<file path="src/rtl/nileswan_bus_pkg.sv">
// Shared cart-bus definitions: IO port numbers seen on the WonderSwan
// cartridge bus, the initiator state encoding, and the IO-port-to-address
// mapping the console uses when it runs an IO cycle.
package nileswan_bus_pkg;

    // Console bank registers
    localparam logic [7:0] IO_BANK_LINEAR  = 8'hC0;
    localparam logic [7:0] IO_BANK_RAM     = 8'hC1;
    localparam logic [7:0] IO_BANK_ROM0    = 8'hC2;
    localparam logic [7:0] IO_BANK_ROM1    = 8'hC3;
    localparam logic [7:0] IO_MEMORY_CTRL  = 8'hCE;

    // Extended (16-bit) bank registers
    localparam logic [7:0] IO_BANK_RAM_LO  = 8'hD0;
    localparam logic [7:0] IO_BANK_RAM_HI  = 8'hD1;
    localparam logic [7:0] IO_BANK_ROM0_LO = 8'hD2;
    localparam logic [7:0] IO_BANK_ROM0_HI = 8'hD3;
    localparam logic [7:0] IO_BANK_ROM1_LO = 8'hD4;
    localparam logic [7:0] IO_BANK_ROM1_HI = 8'hD5;

    // nileswan-specific registers (SPI control, bootrom, mapping)
    localparam logic [7:0] IO_NILE_REG0    = 8'hE0;
    localparam logic [7:0] IO_NILE_REG1    = 8'hE1;
    localparam logic [7:0] IO_NILE_REG2    = 8'hE2;
    localparam logic [7:0] IO_NILE_REG3    = 8'hE3;
    localparam logic [7:0] IO_NILE_REG4    = 8'hE4;
    localparam logic [7:0] IO_NILE_REG5    = 8'hE5;

    typedef enum logic [2:0] {
        ST_IDLE,
        ST_SETUP,
        ST_STROBE,
        ST_HOLD,
        ST_RESP
    } ws_bus_state_t;

    // The console places the port's high nibble on AddrHi and the low
    // nibble on the bottom of AddrLo; every other address line is low.
    function automatic logic [19:0] io_port_to_addr(input logic [7:0] port);
        return {port[7:4], 12'h000, port[3:0]};
    endfunction

endpackage

</file>
<file path="src/rtl/ws_sclk_gen.sv">
// Free-running cartridge serial clock: toggles every SCLK_DIV FastClk
// cycles, starting low out of reset, unaffected by bus transactions.
module ws_sclk_gen #(
    parameter int SCLK_DIV = 32
) (
    input  logic FastClk,
    input  logic Reset,
    output logic SClk
);

    localparam logic [7:0] DIV_LAST = 8'(SCLK_DIV - 1);

    logic [7:0] r_div;
    logic       r_sclk;

    // Half-period counter; SClk flips when the counter wraps
    always_ff @(posedge FastClk) begin
        if (Reset) begin
            r_div  <= '0;
            r_sclk <= 1'b0;
        end else if (r_div == DIV_LAST) begin
            r_div  <= '0;
            r_sclk <= ~r_sclk;
        end else begin
            r_div  <= r_div + 8'd1;
        end
    end

    assign SClk = r_sclk;

endmodule

</file>
<file path="src/rtl/ws_bus_initiator.sv">
// Console-side WonderSwan cartridge bus initiator. Runs one memory or IO
// read/write cycle per accepted command with programmable setup, strobe
// and hold lengths, then presents a response. All bus outputs are
// registered so the strobes are glitch-free at the cartridge pins.
module ws_bus_initiator
    import nileswan_bus_pkg::*;
#(
    parameter int SETUP_CYCLES  = 2,
    parameter int STROBE_CYCLES = 4,
    parameter int HOLD_CYCLES   = 1,
    parameter int SCLK_DIV      = 32
) (
    input  logic        FastClk,
    input  logic        Reset,
    input  logic        cmd_valid,
    output logic        cmd_ready,
    input  logic        cmd_write,
    input  logic        cmd_io,
    input  logic        cmd_word,
    input  logic [19:0] cmd_addr,
    input  logic [15:0] cmd_wdata,
    output logic        rsp_valid,
    input  logic        rsp_ready,
    output logic [15:0] rsp_rdata,
    output logic        nSel,
    output logic        nOE,
    output logic        nWE,
    output logic        nIO,
    output logic [19:0] Addr,
    output logic [15:0] data_out,
    output logic        data_oe,
    input  logic [15:0] data_in,
    output logic        SClk
);

    // Phase counter reload values: the counter runs N-1 down to 0, so a
    // phase of length 1 leaves on the first edge after entry.
    localparam logic [7:0] SETUP_LAST  = 8'(SETUP_CYCLES - 1);
    localparam logic [7:0] STROBE_LAST = 8'(STROBE_CYCLES - 1);
    localparam logic [7:0] HOLD_LAST   = 8'(HOLD_CYCLES - 1);

    ws_bus_state_t r_state;
    logic [7:0]    r_phase;
    logic          r_write;
    logic          r_word;
    logic          r_io;
    logic          r_cmd_ready;
    logic          r_rsp_valid;
    logic [15:0]   r_rsp_rdata;
    logic          r_nsel;
    logic          r_noe;
    logic          r_nwe;
    logic          r_nio;
    logic [19:0]   r_addr;
    logic [15:0]   r_data_out;
    logic          r_data_oe;
    logic          w_sclk;

    // Writes report zero; IO reads and byte reads only carry the low lane.
    function automatic logic [15:0] read_lane(input logic        wr,
                                              input logic        io,
                                              input logic        word,
                                              input logic [15:0] din);
        if (wr)
            return 16'h0000;
        else if (word && !io)
            return din;
        else
            return {8'h00, din[7:0]};
    endfunction

    // Bus cycle sequencer with registered strobes, address and data
    always_ff @(posedge FastClk) begin
        if (Reset) begin
            r_state     <= ST_IDLE;
            r_phase     <= '0;
            r_write     <= 1'b0;
            r_word      <= 1'b0;
            r_io        <= 1'b0;
            r_cmd_ready <= 1'b1;
            r_rsp_valid <= 1'b0;
            r_rsp_rdata <= '0;
            r_nsel      <= 1'b1;
            r_noe       <= 1'b1;
            r_nwe       <= 1'b1;
            r_nio       <= 1'b1;
            r_addr      <= '0;
            r_data_out  <= '0;
            r_data_oe   <= 1'b0;
        end else begin
            unique case (r_state)
                ST_IDLE: begin
                    if (cmd_valid && r_cmd_ready) begin
                        r_state     <= ST_SETUP;
                        r_phase     <= SETUP_LAST;
                        r_write     <= cmd_write;
                        r_word      <= cmd_word;
                        r_io        <= cmd_io;
                        r_cmd_ready <= 1'b0;
                        r_nsel      <= 1'b0;
                        r_nio       <= ~cmd_io;
                        r_addr      <= cmd_io ? io_port_to_addr(cmd_addr[7:0])
                                              : cmd_addr;
                        if (cmd_write) begin
                            r_data_oe  <= 1'b1;
                            r_data_out <= cmd_wdata;
                        end
                    end
                end

                ST_SETUP: begin
                    if (r_phase == 8'd0) begin
                        r_state <= ST_STROBE;
                        r_phase <= STROBE_LAST;
                        r_noe   <= r_write;
                        r_nwe   <= ~r_write;
                    end else begin
                        r_phase <= r_phase - 8'd1;
                    end
                end

                ST_STROBE: begin
                    if (r_phase == 8'd0) begin
                        // Read data is sampled while nOE is still low
                        r_state     <= ST_HOLD;
                        r_phase     <= HOLD_LAST;
                        r_noe       <= 1'b1;
                        r_nwe       <= 1'b1;
                        r_rsp_rdata <= read_lane(r_write, r_io, r_word, data_in);
                    end else begin
                        r_phase <= r_phase - 8'd1;
                    end
                end

                ST_HOLD: begin
                    if (r_phase == 8'd0) begin
                        r_state     <= ST_RESP;
                        r_rsp_valid <= 1'b1;
                        r_nsel      <= 1'b1;
                        r_nio       <= 1'b1;
                        r_addr      <= '0;
                        r_data_oe   <= 1'b0;
                        r_data_out  <= '0;
                    end else begin
                        r_phase <= r_phase - 8'd1;
                    end
                end

                ST_RESP: begin
                    if (rsp_ready) begin
                        r_state     <= ST_IDLE;
                        r_rsp_valid <= 1'b0;
                        r_cmd_ready <= 1'b1;
                    end
                end

                default: begin
                    r_state <= ST_IDLE;
                end
            endcase
        end
    end

    ws_sclk_gen #(
        .SCLK_DIV (SCLK_DIV)
    ) u_sclk_gen (
        .FastClk (FastClk),
        .Reset   (Reset),
        .SClk    (w_sclk)
    );

    assign cmd_ready = r_cmd_ready;
    assign rsp_valid = r_rsp_valid;
    assign rsp_rdata = r_rsp_rdata;
    assign nSel      = r_nsel;
    assign nOE       = r_noe;
    assign nWE       = r_nwe;
    assign nIO       = r_nio;
    assign Addr      = r_addr;
    assign data_out  = r_data_out;
    assign data_oe   = r_data_oe;
    assign SClk      = w_sclk;

endmodule

</file>
<file path="config.mk">
export PLATFORM = sky130hd
export DESIGN_NAME = ws_bus_initiator
export DESIGN_NICKNAME = d
export VERILOG_FILES = /design/src/rtl/nileswan_bus_pkg.sv /design/src/rtl/ws_sclk_gen.sv /design/src/rtl/ws_bus_initiator.sv
export SDC_FILE = /design/constraint.sdc
export NUM_CORES = 1
export LEC_CHECK = 0
export BUFFER_PORTS_ARGS = -buffer_cell sky130_fd_sc_hd__buf_2
export CAP_MARGIN = 25
export CORE_AREA = 2 2 85 87
export DETAILED_ROUTE_END_ITERATION = 10
export DIE_AREA = 0 0 87 89
export GPL_TIMING_DRIVEN = 0
export PLACE_DENSITY = 0.79
export SLEW_MARGIN = 40
export SYNTH_ARGS = -nofsm -noshare
export SYNTH_HDL_FRONTEND = slang
export SYNTH_SLANG_ARGS = --single-unit
</file>
<file path="constraint.sdc">
create_clock -name FastClk -period 5.95 [get_ports FastClk]
set_clock_uncertainty 0.05 [all_clocks]
set_input_delay 0.8925 -clock FastClk [delete_from_list [all_inputs] [get_ports FastClk]]
set_output_delay 0.8925 -clock FastClk [all_outputs]
set_load 0.02 [all_outputs]
</file>
Word level (Yosys, flattened, before mapping)
Index checks and enable logic that the tools add are counted.

Output and inout port bits: 60. Flip-flop bits (word level): 82. Input port bits: 59.

Reduce and logical (&&, ||, !) cells: 20. Bitwise operators: 3. Add/sub/neg operators: 2. Equal/unequal tests: 12. Muxes and demuxes: 38.

Operator list (number): 16-bit 2-to-1 mux (5); 20-bit 2-to-1 mux (3); 20-bit case mux with 2 select lines (1); 8-bit 2-to-1 mux (4); 16-bit case mux with 2 select lines (1); 8-bit case mux with 4 select lines (1); 3-bit 2-to-1 mux (5); 3-bit case mux with 5 select lines (1); 3-bit AND reduction (5); 2-bit != test (second input constant) (7); 1-bit case mux with 2 select lines (7); 1-bit 2-to-1 mux (10); 8-bit by 1-bit adder with 8-bit output (second input constant) (1); 8-bit by 5-bit equality test with 1-bit output (second input constant) (1); 8-bit zero test (1); 2-bit nonzero test (4); 8-bit by 1-bit subtractor with 8-bit output (second input constant) (1); 3-bit by 2-bit equality test with 1-bit output (second input constant) (2); 5-bit AND reduction (1); 2-bit AND reduction (2); 4-bit AND reduction (1); 4-bit nonzero test (1); 3-bit by 1-bit equality test with 1-bit output (second input constant) (1); 3-bit equality test (second input constant) (1); 5 further kinds (8).

Depth between registers and ports, before layout
Gate-level depths: netlist (run 1).

Depth in word-level cells: 4. Depth in mapped cells: 8.

By module
A second synthesis (run 1) with hierarchy kept.

Cells, all modules: 404. Area total of the unflattened synthesis: 3522.1 sq um.

By module, submodules not included: ws_bus_initiator (sequential area each 1461.4 sq um, instances 1, cells each 366, area an instance 3130.5 sq um); ws_sclk_gen (sequential area each 180.2 sq um, instances 1, cells each 38, area an instance 391.6 sq um).

Worst setup path after synthesis (run 1)
OpenSTA, ideal clock, no wires.

Kind: input -> register. Start: in Reset. End: reg r_rsp_rdata[10] (netlist: rsp_rdata[10]). Setup slack: 3675 ps. Data required time: 5841 ps. Stages on the path: 6. Path buffers: 2. Arrival time: 2166 ps. Setup time: 59 ps. Path through: clkbuf_1 > or3_1 > nor4_4 > and3b_1 > buf_6 > a22o_1.

RTL lines: from (decl) (line ws_bus_initiator.sv:14) `input logic Reset,`; to (signal assigned) (line ws_bus_initiator.sv:129) `r_rsp_rdata <= read_lane(r_write, r_io, r_word, data_in);`; to (decl) (line ws_bus_initiator.sv:49) `logic [15:0] r_rsp_rdata;`.

Worst setup path in the final report (run 1)
Start: reg r_phase[0]. End: reg r_data_out[13] (netlist: data_out[13]).

Longest elaborated chain between the ends: 3.

RTL lines: from (decl) (line ws_bus_initiator.sv:43) `logic [7:0] r_phase;`; from (signal assigned) (line ws_bus_initiator.sv:118) `r_phase <= r_phase - 8'd1;`; from (signal assigned) (line ws_bus_initiator.sv:131) `r_phase <= r_phase - 8'd1;`; from (signal assigned) (line ws_bus_initiator.sv:145) `r_phase <= r_phase - 8'd1;`; 8-bit zero test (line ws_bus_initiator.sv:136) `if (r_phase == 8'd0) begin`; 2-bit != test (no line); 4-bit AND reduction (no line); to (signal assigned) (line ws_bus_initiator.sv:106) `r_data_out <= cmd_wdata;`; to (decl) (line ws_bus_initiator.sv:55) `logic [15:0] r_data_out;`.

Every way passes these cells. A chain may end at the register's enable or synchronous reset.

==> results of run 1 <==
[layout make-up]
type                            count  area [sq um]  share of cell area, %
Multi-Input combinational cell    243          1560                   36.8
Clock inverter                      6          88.8                   2.10
Inverter                            9          33.8                  0.797
Timing Repair Buffer              116           581                   13.7
Buffer                             22           108                   2.54
Tap cell                           80           100                   2.36
Sequential cell                    82          1640                   38.7
Clock buffer                       10           128                   3.01
[metrics by stage]
step | hold WS (ns) | util [%] | power, mW | setup WS (ns)
after detailed placement | 0.397 | 59.8 | 1.34 | 3.32
after global placement | 0.382 | 59.8 | 1.32 | 3.35
after global routing | 0.426 | 63.1 | 1.88 | 3.27
after floorplan | 0.380 | - | 1.17 | 3.67
after CTS | 0.411 | 63.0 | 1.78 | 3.55
final | 0.410 | 63.1 | 1.78 | 3.55
[logic make-up after synthesis]
logic type | Yosys count
AOI/OAI and AO/OA | 57
xor gates and xnor gates | 8
adders and majority gates | 2
buffers and inverters | 31
DFF | 82
muxes | 40
and+or+nand+nor | 136
[layer usage]
metal	vias to the layer above	track usage [%]	wire, microns
met5	-	0	0
met4	0	7.95	106
met3	7	6.28	643
met2	109	34.3	3530
met1	1365	24.2	3440
li1	1497	-	-
[cell usage after synthesis, types with 2 or more instances]
master / number / share of area (%)
sky130_fd_sc_hd__clkbuf_1: 12 / 1.4
sky130_fd_sc_hd__a21oi_1: 10 / 1.5
sky130_fd_sc_hd__or2_2: 2 / 0.38
sky130_fd_sc_hd__a221oi_1: 2 / 0.53
sky130_fd_sc_hd__and2_1: 2 / 0.38
sky130_fd_sc_hd__o31ai_1: 4 / 0.90
sky130_fd_sc_hd__buf_4: 3 / 0.68
sky130_fd_sc_hd__nor4_1: 2 / 0.38
sky130_fd_sc_hd__nand2_1: 65 / 7.3
sky130_fd_sc_hd__ha_1: 2 / 0.75
sky130_fd_sc_hd__xor2_1: 4 / 1.1
sky130_fd_sc_hd__nor2_1: 28 / 3.2
sky130_fd_sc_hd__or4_1: 5 / 1.1
sky130_fd_sc_hd__o21ai_0: 6 / 0.90
sky130_fd_sc_hd__or3_1: 3 / 0.56
sky130_fd_sc_hd__dfxtp_1: 82 / 49
sky130_fd_sc_hd__buf_2: 5 / 0.75
sky130_fd_sc_hd__a31oi_1: 3 / 0.56
sky130_fd_sc_hd__nand2b_1: 4 / 0.75
sky130_fd_sc_hd__xnor2_1: 4 / 1.1
sky130_fd_sc_hd__and3b_1: 2 / 0.53
sky130_fd_sc_hd__nand4_1: 2 / 0.38
sky130_fd_sc_hd__nand3_1: 9 / 1.4
sky130_fd_sc_hd__a21o_1: 3 / 0.68
sky130_fd_sc_hd__inv_1: 8 / 0.90
sky130_fd_sc_hd__mux2i_1: 39 / 12
sky130_fd_sc_hd__a211oi_1: 4 / 0.90
sky130_fd_sc_hd__nor3_1: 4 / 0.60
sky130_fd_sc_hd__a22o_1: 16 / 4.2
[worst register-to-register path: stages (launching register included)]
cell	delay [ns]
sky130_fd_sc_hd__dfxtp_1	0.31
sky130_fd_sc_hd__inv_1	0.09
sky130_fd_sc_hd__ha_1	0.22
sky130_fd_sc_hd__nor3b_1	0.51
sky130_fd_sc_hd__nand3_1	0.23
sky130_fd_sc_hd__a21oi_1	0.17
sky130_fd_sc_hd__buf_2	0.27
sky130_fd_sc_hd__buf_4	0.26
sky130_fd_sc_hd__mux2i_1	0.21
[state kept, by name, indices dropped and copies added, names as in the netlist, 3 cells and up]
| register | cells |
|---|---|
| Addr | 20 |
| data_out | 16 |
| r_phase | 8 |
| r_state | 3 |
| rsp_rdata | 16 |
| u_sclk_gen.r_div | 8 |
[cells in the final DEF (no fill, tap or decap), types with 3 or more instances in the layout]
cell type,count
sky130_fd_sc_hd__buf_2,121
sky130_fd_sc_hd__dfxtp_1,82
sky130_fd_sc_hd__nand2_1,65
sky130_fd_sc_hd__mux2i_1,39
sky130_fd_sc_hd__nor2_1,28
sky130_fd_sc_hd__a22o_1,16
sky130_fd_sc_hd__clkbuf_1,13
sky130_fd_sc_hd__a21oi_1,10
sky130_fd_sc_hd__nand3_1,9
sky130_fd_sc_hd__clkbuf_8,9
sky130_fd_sc_hd__inv_1,8
sky130_fd_sc_hd__o21ai_0,6
sky130_fd_sc_hd__or4_1,5
sky130_fd_sc_hd__xnor2_1,4
sky130_fd_sc_hd__xor2_1,4
sky130_fd_sc_hd__nand2b_1,4
sky130_fd_sc_hd__nor3_1,4
sky130_fd_sc_hd__o31ai_1,4
sky130_fd_sc_hd__a211oi_1,4
sky130_fd_sc_hd__a31oi_1,3
sky130_fd_sc_hd__buf_4,3
sky130_fd_sc_hd__or3_1,3
sky130_fd_sc_hd__a21o_1,3
[worst max-delay path by stage]
stage / from / endpoint / slack [ns] / cells past startpoint
floorplan: Reset / rsp_rdata[10] / 3.67 / 6
global placement: Reset / rsp_rdata[14] / 3.35 / 6
detailed placement: cmd_valid / Addr[3] / 3.32 / 6
CTS: r_phase[0] / data_out[13] / 3.55 / 8
global route: r_phase[0] / data_out[14] / 3.27 / 8
finish: r_phase[0] / data_out[13] / 3.55 / 8
[power by group through the flow]
| stage | Sequential, mW | Clock [mW] | Combinational (mW) |
|---|---|---|---|
| finish | 0.707 | 0.437 | 0.632 |
| global route | 0.720 | 0.471 | 0.692 |
| CTS | 0.705 | 0.444 | 0.630 |
| detailed placement | 0.715 | 0 | 0.627 |
| global placement | 0.711 | 0 | 0.614 |
| floorplan | 0.791 | 0 | 0.374 |
==> results.yml, run 1 <==
die:
  die_outline_area_sq_um: 7740
  initial_core_util_pct: 49.6
  row_count: 30
  die_w_microns: 87
  floorplan.die.height_microns: 89
  pin_count: 119
  coreArea_sq_um: 6720
setup_path:
  critical_path_buf_inv_count: 3
  ff2ff_setup_slack_ns: 3.55
  crit-reg2reg-capture: "data_out[13]"
  ff2ff_path_depth: 8
  critPathTopFamily: "simple AND/OR/NAND/NOR gates"
  worstPathArrival_ns: 2.62
  critical_path.startpoint_type: "flip-flop"
  critical-path-slowest-cell: "sky130_fd_sc_hd__nor3b_1"
  endpoint_kind: "flip-flop"
  timing.critical_path.slowest_cell_delay_ns: 0.51
  worstPathMaxFanout: 10
  critPathKind: "flip-flop to flip-flop"
  timing.critical_path.cells: "inv_1 > ha_1 > nor3b_1 > nand3_1 > a21oi_1 > buf_2 > buf_4 > mux2i_1"
  critical_path_required_ns: 6.17
  timing.rr.start: "r_phase[0]"
route:
  drt_pre_antenna_iters: 4
  drt_drc_violations_left: 0
  drt-initial-drc-count: 63
  final_antenna_net_count: 0
  wirelength_microns: 7710
  vias_per_cell: 5.24
  routed-via-count: 2978
  routedWlPerCell_microns: 13.6
synthesis:
  synthMuxAreaShare_pct: 12.0
  synth.lib_cells_used.distinct: 50
  dominant_register_cell_in_the_synthesized_netlist: "sky130_fd_sc_hd__dfxtp_1"
  simple_gate_share_of_the_synthesized_area_pct: 19.2
  synthesized_area_fraction_occupied_by_ao_oa_aoi_and_oai_cells_pct: 12.5
  synth_area_per_cell_sq_um: 9.37
  synth.ff_latch_count: 82
  synth_top_family_by_area: "simple AND/OR/NAND/NOR gates"
  count_of_flip_flops_with_a_built_in_enable_after_synthesis: 0
  asyncSetResetFlopFracSynth_pct: 0
  synth-adder-area-share_pct: 0.750
  yosysWarningCount: 0
  yosysSeqAreaShare_pct: 49.2
  synth-xor-area-share_pct: 2.10
  post_synthesis_cell_area_sq_um: 3340
  post_synth_inst_count: 356
  synth_nets: 417
global_route:
  first_global_vias: 2804
  largest_net_degree_at_the_start_of_global_routing: 15
  antenna_violations_before_repair: 0
  global_route.usage.total_pct: 20.3
  first_pass_grt_wire_length_microns: 12600
  total_gr_overflow: 0
power_and_ir_drop:
  int_power_mw: 1.13
  comb_power_share_pct: 35.6
  switching_share_pct: 36.4
  switchingPower_mw: 0.646
  vdd_ir_drop_max_uv: 211
  pwr_density_cell_nw_per_um2: 419
  clkPwrFrac_pct: 24.6
  leakage_nw: 1.93
  share_seq_of_total_power_pct: 39.8
place:
  place.detailed.instances: 552
  post_dp_cell_area_sq_um: 4020
  port_buffers: 116
  dp_hpwl_microns: 5720
  place_congestion: 0.821
cts:
  clock_tree.root_cell: "sky130_fd_sc_hd__clkbuf_8"
  clkLatencyLatePin_ns: 0.34
  clk_path_buf_depth: 2
  numCtsBuffers: 9
  post-cts-setup-buffers: 0
  cts_num_sinks: 82
  postCtsResizedCells: 0
  path_clk_slew_ns: 0.09
  post_cts_hold_buffer_count: 0
  cts_max_level: 3
  cts_tree: "built"
sta:
  tightest_slew_ns: 0.774
  fmaxAchievable_mhz: 417
  count_of_endpoints_failing_hold_in_the_final_timing_report: 0
  slew_headroom_pct: 48.2
  finalSetupViolCount: 0
  minimum_period_implied_by_the_final_worst_setup_slack_ns: 2.40
  grt_setup_unrepaired: "no"
  layout_worst_path_cycle_share_pct: 40.3
  final-max-slew-violation-count: 0
  totalNegativeSetupSlack_ns: 0
cells_and_area:
  finalNonFillerCells: 568
  post_route_cell_area_sq_um: 4240
  number_of_antenna_diodes: 0
  area_growth_syn_to_layout_pct: 27.1
  post_route_cells_drive_above_1_share_pct: 29.7
  final.fill_count: 574
  finish.net_count: 544
status:
  status: "completed"
worst_hold_path:
  worstHoldPathCells: 2
  holdPathEnd: "data_out[0]"
  hold_start: "data_out[0]"
  hold_path.class: "flip-flop to flip-flop"
flow_run:
  cap_viol_max_count: 0
No activity file was read; power rests on OpenSTA's default activity.
==> run 2, diff against run 1 <==
Settings changed: CORE_AREA 2 2 85 87 to 2 2 86 88, DIE_AREA 0 0 87 89 to 0 0 88 90, PLACE_DENSITY 0.79 to 0.77.
Clock period 5.95 ns to 2.25 ns, I/O delays scaled along.
==> results.yml, run 2 (synthesized netlist as in run 1, its figures left out) <==
cts:
  cts_num_sinks: 82
  path_clk_slew_ns: 0.09
  clock_tree.root_cell: "sky130_fd_sc_hd__clkbuf_8"
  clk_path_buf_depth: 2
  cts_max_level: 3
  cts_tree: "built"
  clkLatencyLatePin_ns: 0.35
  post_cts_hold_buffer_count: 0
  numCtsBuffers: 9
power_and_ir_drop:
  int_power_mw: 2.83
  clkPwrFrac_pct: 21.3
  share_seq_of_total_power_pct: 40.5
  pwr_density_cell_nw_per_um2: 1080
  switchingPower_mw: 1.81
  leakage_nw: 1.93
  comb_power_share_pct: 38.2
  tot_pwr_mw: 4.65
  switching_share_pct: 39.0
  vdd_ir_drop_max_uv: 577
setup_path:
  timing.rr.start: "r_phase[0]"
  critical_path.startpoint_type: "flip-flop"
  crit-reg2reg-capture: "nIO"
  ff2ff_setup_slack_ns: 0.13
  crit_path_start: "r_phase[0]"
  endpoint_of_the_most_critical_setup_path: "nIO"
  endpoint_kind: "flip-flop"
  worstPathArrival_ns: 2.36
  critical_path_required_ns: 2.49
  critPathKind: "flip-flop to flip-flop"
  ff2ff_path_depth: 7
  worstPathMaxFanout: 10
route:
  vias_per_cell: 5.11
  drt_drc_violations_left: 0
  drt-initial-drc-count: 64
  final_antenna_net_count: 0
  routedWlPerCell_microns: 13.4
  routed-via-count: 3005
  wirelength_microns: 7870
  drt_pre_antenna_iters: 4
worst_hold_path:
  worstHoldPathCells: 2
  hold_path.class: "input port to flip-flop"
place:
  dp_hpwl_microns: 5760
  port_buffers: 116
  place_congestion: 0.820
  place_worst_setup_slack_ns: -0.111
global_route:
  antenna_violations_before_repair: 0
  first_global_vias: 2927
  largest_net_degree_at_the_start_of_global_routing: 17
  global_route.usage.total_pct: 20.1
  total_gr_overflow: 0
  first_pass_grt_wire_length_microns: 12900
die:
  row_count: 31
  die_w_microns: 88
  die_outline_area_sq_um: 7920
  initial_core_util_pct: 47.5
  coreArea_sq_um: 7020
  floorplan.die.height_microns: 90
  pin_count: 119
sta:
  final-max-slew-violation-count: 0
  fmaxAchievable_mhz: 472
  layout_worst_path_cycle_share_pct: 94.2
  finalSetupViolCount: 0
  minimum_period_implied_by_the_final_worst_setup_slack_ns: 2.12
  final.setup.worst_slack_ns: 0.130
  grt_setup_unrepaired: "no"
  tightest_slew_ns: 0.645
  count_of_endpoints_failing_hold_in_the_final_timing_report: 0
  slew_headroom_pct: 56.6
cells_and_area:
  number_of_flip_flops_in_the_largest_register: 20
  area_growth_syn_to_layout_pct: 28.8
  number_of_antenna_diodes: 0
  mostFrequentLayoutCell: "sky130_fd_sc_hd__buf_2"
  post_route_cells_drive_above_1_share_pct: 31.3
  final_cell_mix: "119 x sky130_fd_sc_hd__buf_2, 82 x sky130_fd_sc_hd__dfxtp_1, 65 x sky130_fd_sc_hd__nand2_1, 39 x sky130_fd_sc_hd__mux2i_1, 25 x sky130_fd_sc_hd__nor2_1"
  finish.net_count: 545
status:
  status: "completed"
flow_run:
  cap_viol_max_count: 0
-- run 2: worst max-delay path, cell delays in order (launching register included) --
cell	delay, ns
sky130_fd_sc_hd__dfxtp_1	0.31
sky130_fd_sc_hd__inv_1	0.10
sky130_fd_sc_hd__ha_1	0.22
sky130_fd_sc_hd__or3b_1	0.51
sky130_fd_sc_hd__nor2_1	0.23
sky130_fd_sc_hd__a21o_1	0.14
sky130_fd_sc_hd__clkbuf_1	0.35
sky130_fd_sc_hd__o21bai_1	0.17
-- run 2: layout make-up --
type | instances | area [sq um]
clock inverter | 7 | 62.6
multi-input combinational | 243 | 1610
clock buffer | 9 | 124
timing repair buffer | 117 | 588
sequential | 82 | 1640
inverter | 9 | 33.8
fill | 614 | 2720
buffer | 22 | 113
tap | 99 | 124
-- run 2: worst min path at each step --
stage	slack, ns	to	start
after global routing	0.14	rsp_rdata[11]	data_in[11]
after floorplan	0.38	u_sclk_gen.r_div[0]	u_sclk_gen.r_div[0]
after detailed placement	0.40	data_out[8]	data_out[8]
after CTS	0.14	rsp_rdata[2]	data_in[2]
after global placement	0.38	nSel	nSel
final	0.15	rsp_rdata[6]	data_in[6]
-- run 2: per-stage QoR --
stage | std cells | utilization [%] | instance area (sq um) | hold slack (ns) | setup TNS (ns)
floorplan | 356 | - | 3340 | 0.380 | 0
global placement | 571 | 57.5 | 4040 | 0.383 | -0.752
detailed placement | 571 | 57.5 | 4040 | 0.396 | -1.91
CTS | 588 | 60.6 | 4250 | 0.142 | 0
global route | 588 | 61.2 | 4300 | 0.143 | 0
finish | 588 | 61.2 | 4300 | 0.153 | 0
-- run 2: power by group through the flow --
stage | logic, mW | clock network [mW] | registers (mW)
floorplan | 0.990 | 0 | 2.09
global placement | 1.63 | 0 | 1.88
detailed placement | 1.66 | 0 | 1.89
CTS | 1.70 | 1.01 | 1.87
global route | 1.93 | 1.08 | 1.92
finish | 1.78 | 0.990 | 1.88
-- run 2: routing by layer --
layer  wire, microns  vias to the layer above  GRT usage [%]  part of all wire [%]
li1                -                     1502              -                     -
met1            3480                     1377           24.6                    44
met2            3670                      120           33.3                    47
met3             662                        6           5.79                   8.4
met4              55                        0           7.05                  0.70
met5               0                        -              0                     0
-- run 2: what timing repair did --
item                                    4_1_cts  5_1_grt
cloned                                        0        0
buffers inserted                              1        0
hold endpoints to repair                      0        0
pin swaps                                     1        0
endpoints found under the setup margin       32       27
resized for setup                             3        9
==> run 3, diff against run 2 <==
Settings changed: CORE_AREA 2 2 86 88 to 2 2 91 93, DIE_AREA 0 0 88 90 to 0 0 93 95, PLACE_DENSITY 0.77 to 0.7.
==> results.yml, run 3 (synthesized netlist as in run 1, its figures left out) <==
status:
  status: "completed"
setup_path:
  timing.rr.start: "r_phase[3]"
  worstPathMaxFanout: 7
  critical_path_required_ns: 2.45
  endpoint_kind: "flip-flop"
  critPathKind: "flip-flop to flip-flop"
  ff2ff_setup_slack_ns: 0.14
  worstPathArrival_ns: 2.31
  crit-reg2reg-capture: "nOE"
  crit_path_start: "r_phase[3]"
  endpoint_of_the_most_critical_setup_path: "nOE"
  ff2ff_path_depth: 5
  critical_path.startpoint_type: "flip-flop"
global_route:
  total_gr_overflow: 0
  antenna_violations_before_repair: 0
  first_pass_grt_wire_length_microns: 13200
  first_global_vias: 2872
  global_route.usage.total_pct: 18.6
  largest_net_degree_at_the_start_of_global_routing: 15
cts:
  numCtsBuffers: 9
  cts_tree: "built"
  cts_num_sinks: 82
  clkLatencyLatePin_ns: 0.35
  clk_path_buf_depth: 2
  cts_max_level: 3
  post_cts_hold_buffer_count: 0
  path_clk_slew_ns: 0.08
  clock_tree.root_cell: "sky130_fd_sc_hd__clkbuf_8"
place:
  post_dp_cell_area_sq_um: 4050
  place_congestion: 0.790
  port_buffers: 116
  place.detailed.instances: 577
  place_worst_setup_slack_ns: -0.0882
  dp_hpwl_microns: 5890
power_and_ir_drop:
  pwr_density_cell_nw_per_um2: 1130
  leakage_nw: 1.96
  tot_pwr_mw: 4.92
  vdd_ir_drop_max_uv: 688
route:
  wirelength_microns: 8150
  drt_pre_antenna_iters: 4
  vias_per_cell: 5.11
  drt_drc_violations_left: 0
  final_antenna_net_count: 0
  routed-via-count: 3037
  routedWlPerCell_microns: 13.7
  drt-initial-drc-count: 132
sta:
  layout_worst_path_cycle_share_pct: 93.8
  tightest_slew_ns: 0.646
  finalSetupViolCount: 0
  fin_worst_hold_slack_ns: 0.154
  final.setup.worst_slack_ns: 0.139
  slew_headroom_pct: 56.5
  minimum_period_implied_by_the_final_worst_setup_slack_ns: 2.11
  final-max-slew-violation-count: 0
  fmaxAchievable_mhz: 474
  count_of_endpoints_failing_hold_in_the_final_timing_report: 0
cells_and_area:
  layout.area.seq_sq_um: 1640
  area_growth_syn_to_layout_pct: 30.4
  number_of_flip_flops_in_the_largest_register: 20
  mostFrequentLayoutCell: "sky130_fd_sc_hd__buf_2"
  multi_input_gate_area_in_the_final_layout_sq_um: 1610
  finalNonFillerCells: 594
  number_of_antenna_diodes: 0
  post_route_cells_drive_above_1_share_pct: 31.5
  final.fill_count: 753
  final_cell_mix: "120 x sky130_fd_sc_hd__buf_2, 82 x sky130_fd_sc_hd__dfxtp_1, 65 x sky130_fd_sc_hd__nand2_1, 39 x sky130_fd_sc_hd__mux2i_1, 25 x sky130_fd_sc_hd__nor2_1"
  post_route_cell_area_sq_um: 4350
  finish.net_count: 545
die:
  die_outline_area_sq_um: 8840
  pin_count: 119
  row_count: 33
  die_w_microns: 93
  coreArea_sq_um: 7930
  initial_core_util_pct: 42.1
  floorplan.die.height_microns: 95
worst_hold_path:
  hold_path.class: "input port to flip-flop"
flow_run:
  cap_viol_max_count: 0
run 3: metal layers:
layer	up-vias	global-route usage, %	share of wire [%]
li1	1501	-	-
met1	1401	22.8	44
met2	124	31.0	46
met3	11	6.07	8.9
met4	0	6.37	1.1
met5	-	0	0
run 3: layout make-up:
cell class	instances	share of cell area (%)
plain buffers	22	2.56
clock buffers	11	3.48
inverters	9	0.777
flip-flops and latches	82	37.7
multi-input cells	243	36.9
repair buffers	117	13.5
well taps	105	3.02
clock inverters	5	1.96
run 3: repair_timing:
item                       4_1_cts  5_1_grt
pin swaps                        1        0
setup endpoints to repair       31       38
setup buffers                    1        0
gates resized for setup          3       10
run 3: through the flow:
stage / utilization [%] / setup TNS, ns
2_1_floorplan: - / 0
3_3_place_gp: 51.1 / -0.428
3_5_place_dp: 51.1 / -1.37
4_1_cts: 54.4 / 0
5_1_grt: 54.9 / -0.0289
6_report: 54.9 / 0
run 3: how the worst min path moves through the flow:
| stage | from | end | slack (ns) | cells past startpoint |
|---|---|---|---|---|
| 2_1_floorplan | u_sclk_gen.r_div[0] | u_sclk_gen.r_div[0] | 0.38 | 1 |
| 3_3_place_gp | nSel | nSel | 0.38 | 1 |
| 3_5_place_dp | Addr[5] | Addr[5] | 0.40 | 2 |
| 4_1_cts | data_in[4] | rsp_rdata[4] | 0.14 | 2 |
| 5_1_grt | data_in[12] | rsp_rdata[12] | 0.14 | 2 |
| 6_report | data_in[5] | rsp_rdata[5] | 0.15 | 2 |
run 3: report_power, final:
part           internal [mW]  switching (mW)  total [mW]
sequential              1.71           0.183        1.89
combinational          0.718            1.07        1.79
clock                  0.692           0.545        1.24
run 3: critical path, stage by stage, from the launching register on:
cell	delay (ns)
sky130_fd_sc_hd__dfxtp_1	0.39
sky130_fd_sc_hd__or4_1	0.53
sky130_fd_sc_hd__buf_2	0.20
sky130_fd_sc_hd__nor4_1	0.53
sky130_fd_sc_hd__mux2i_1	0.25
sky130_fd_sc_hd__nand2_1	0.06
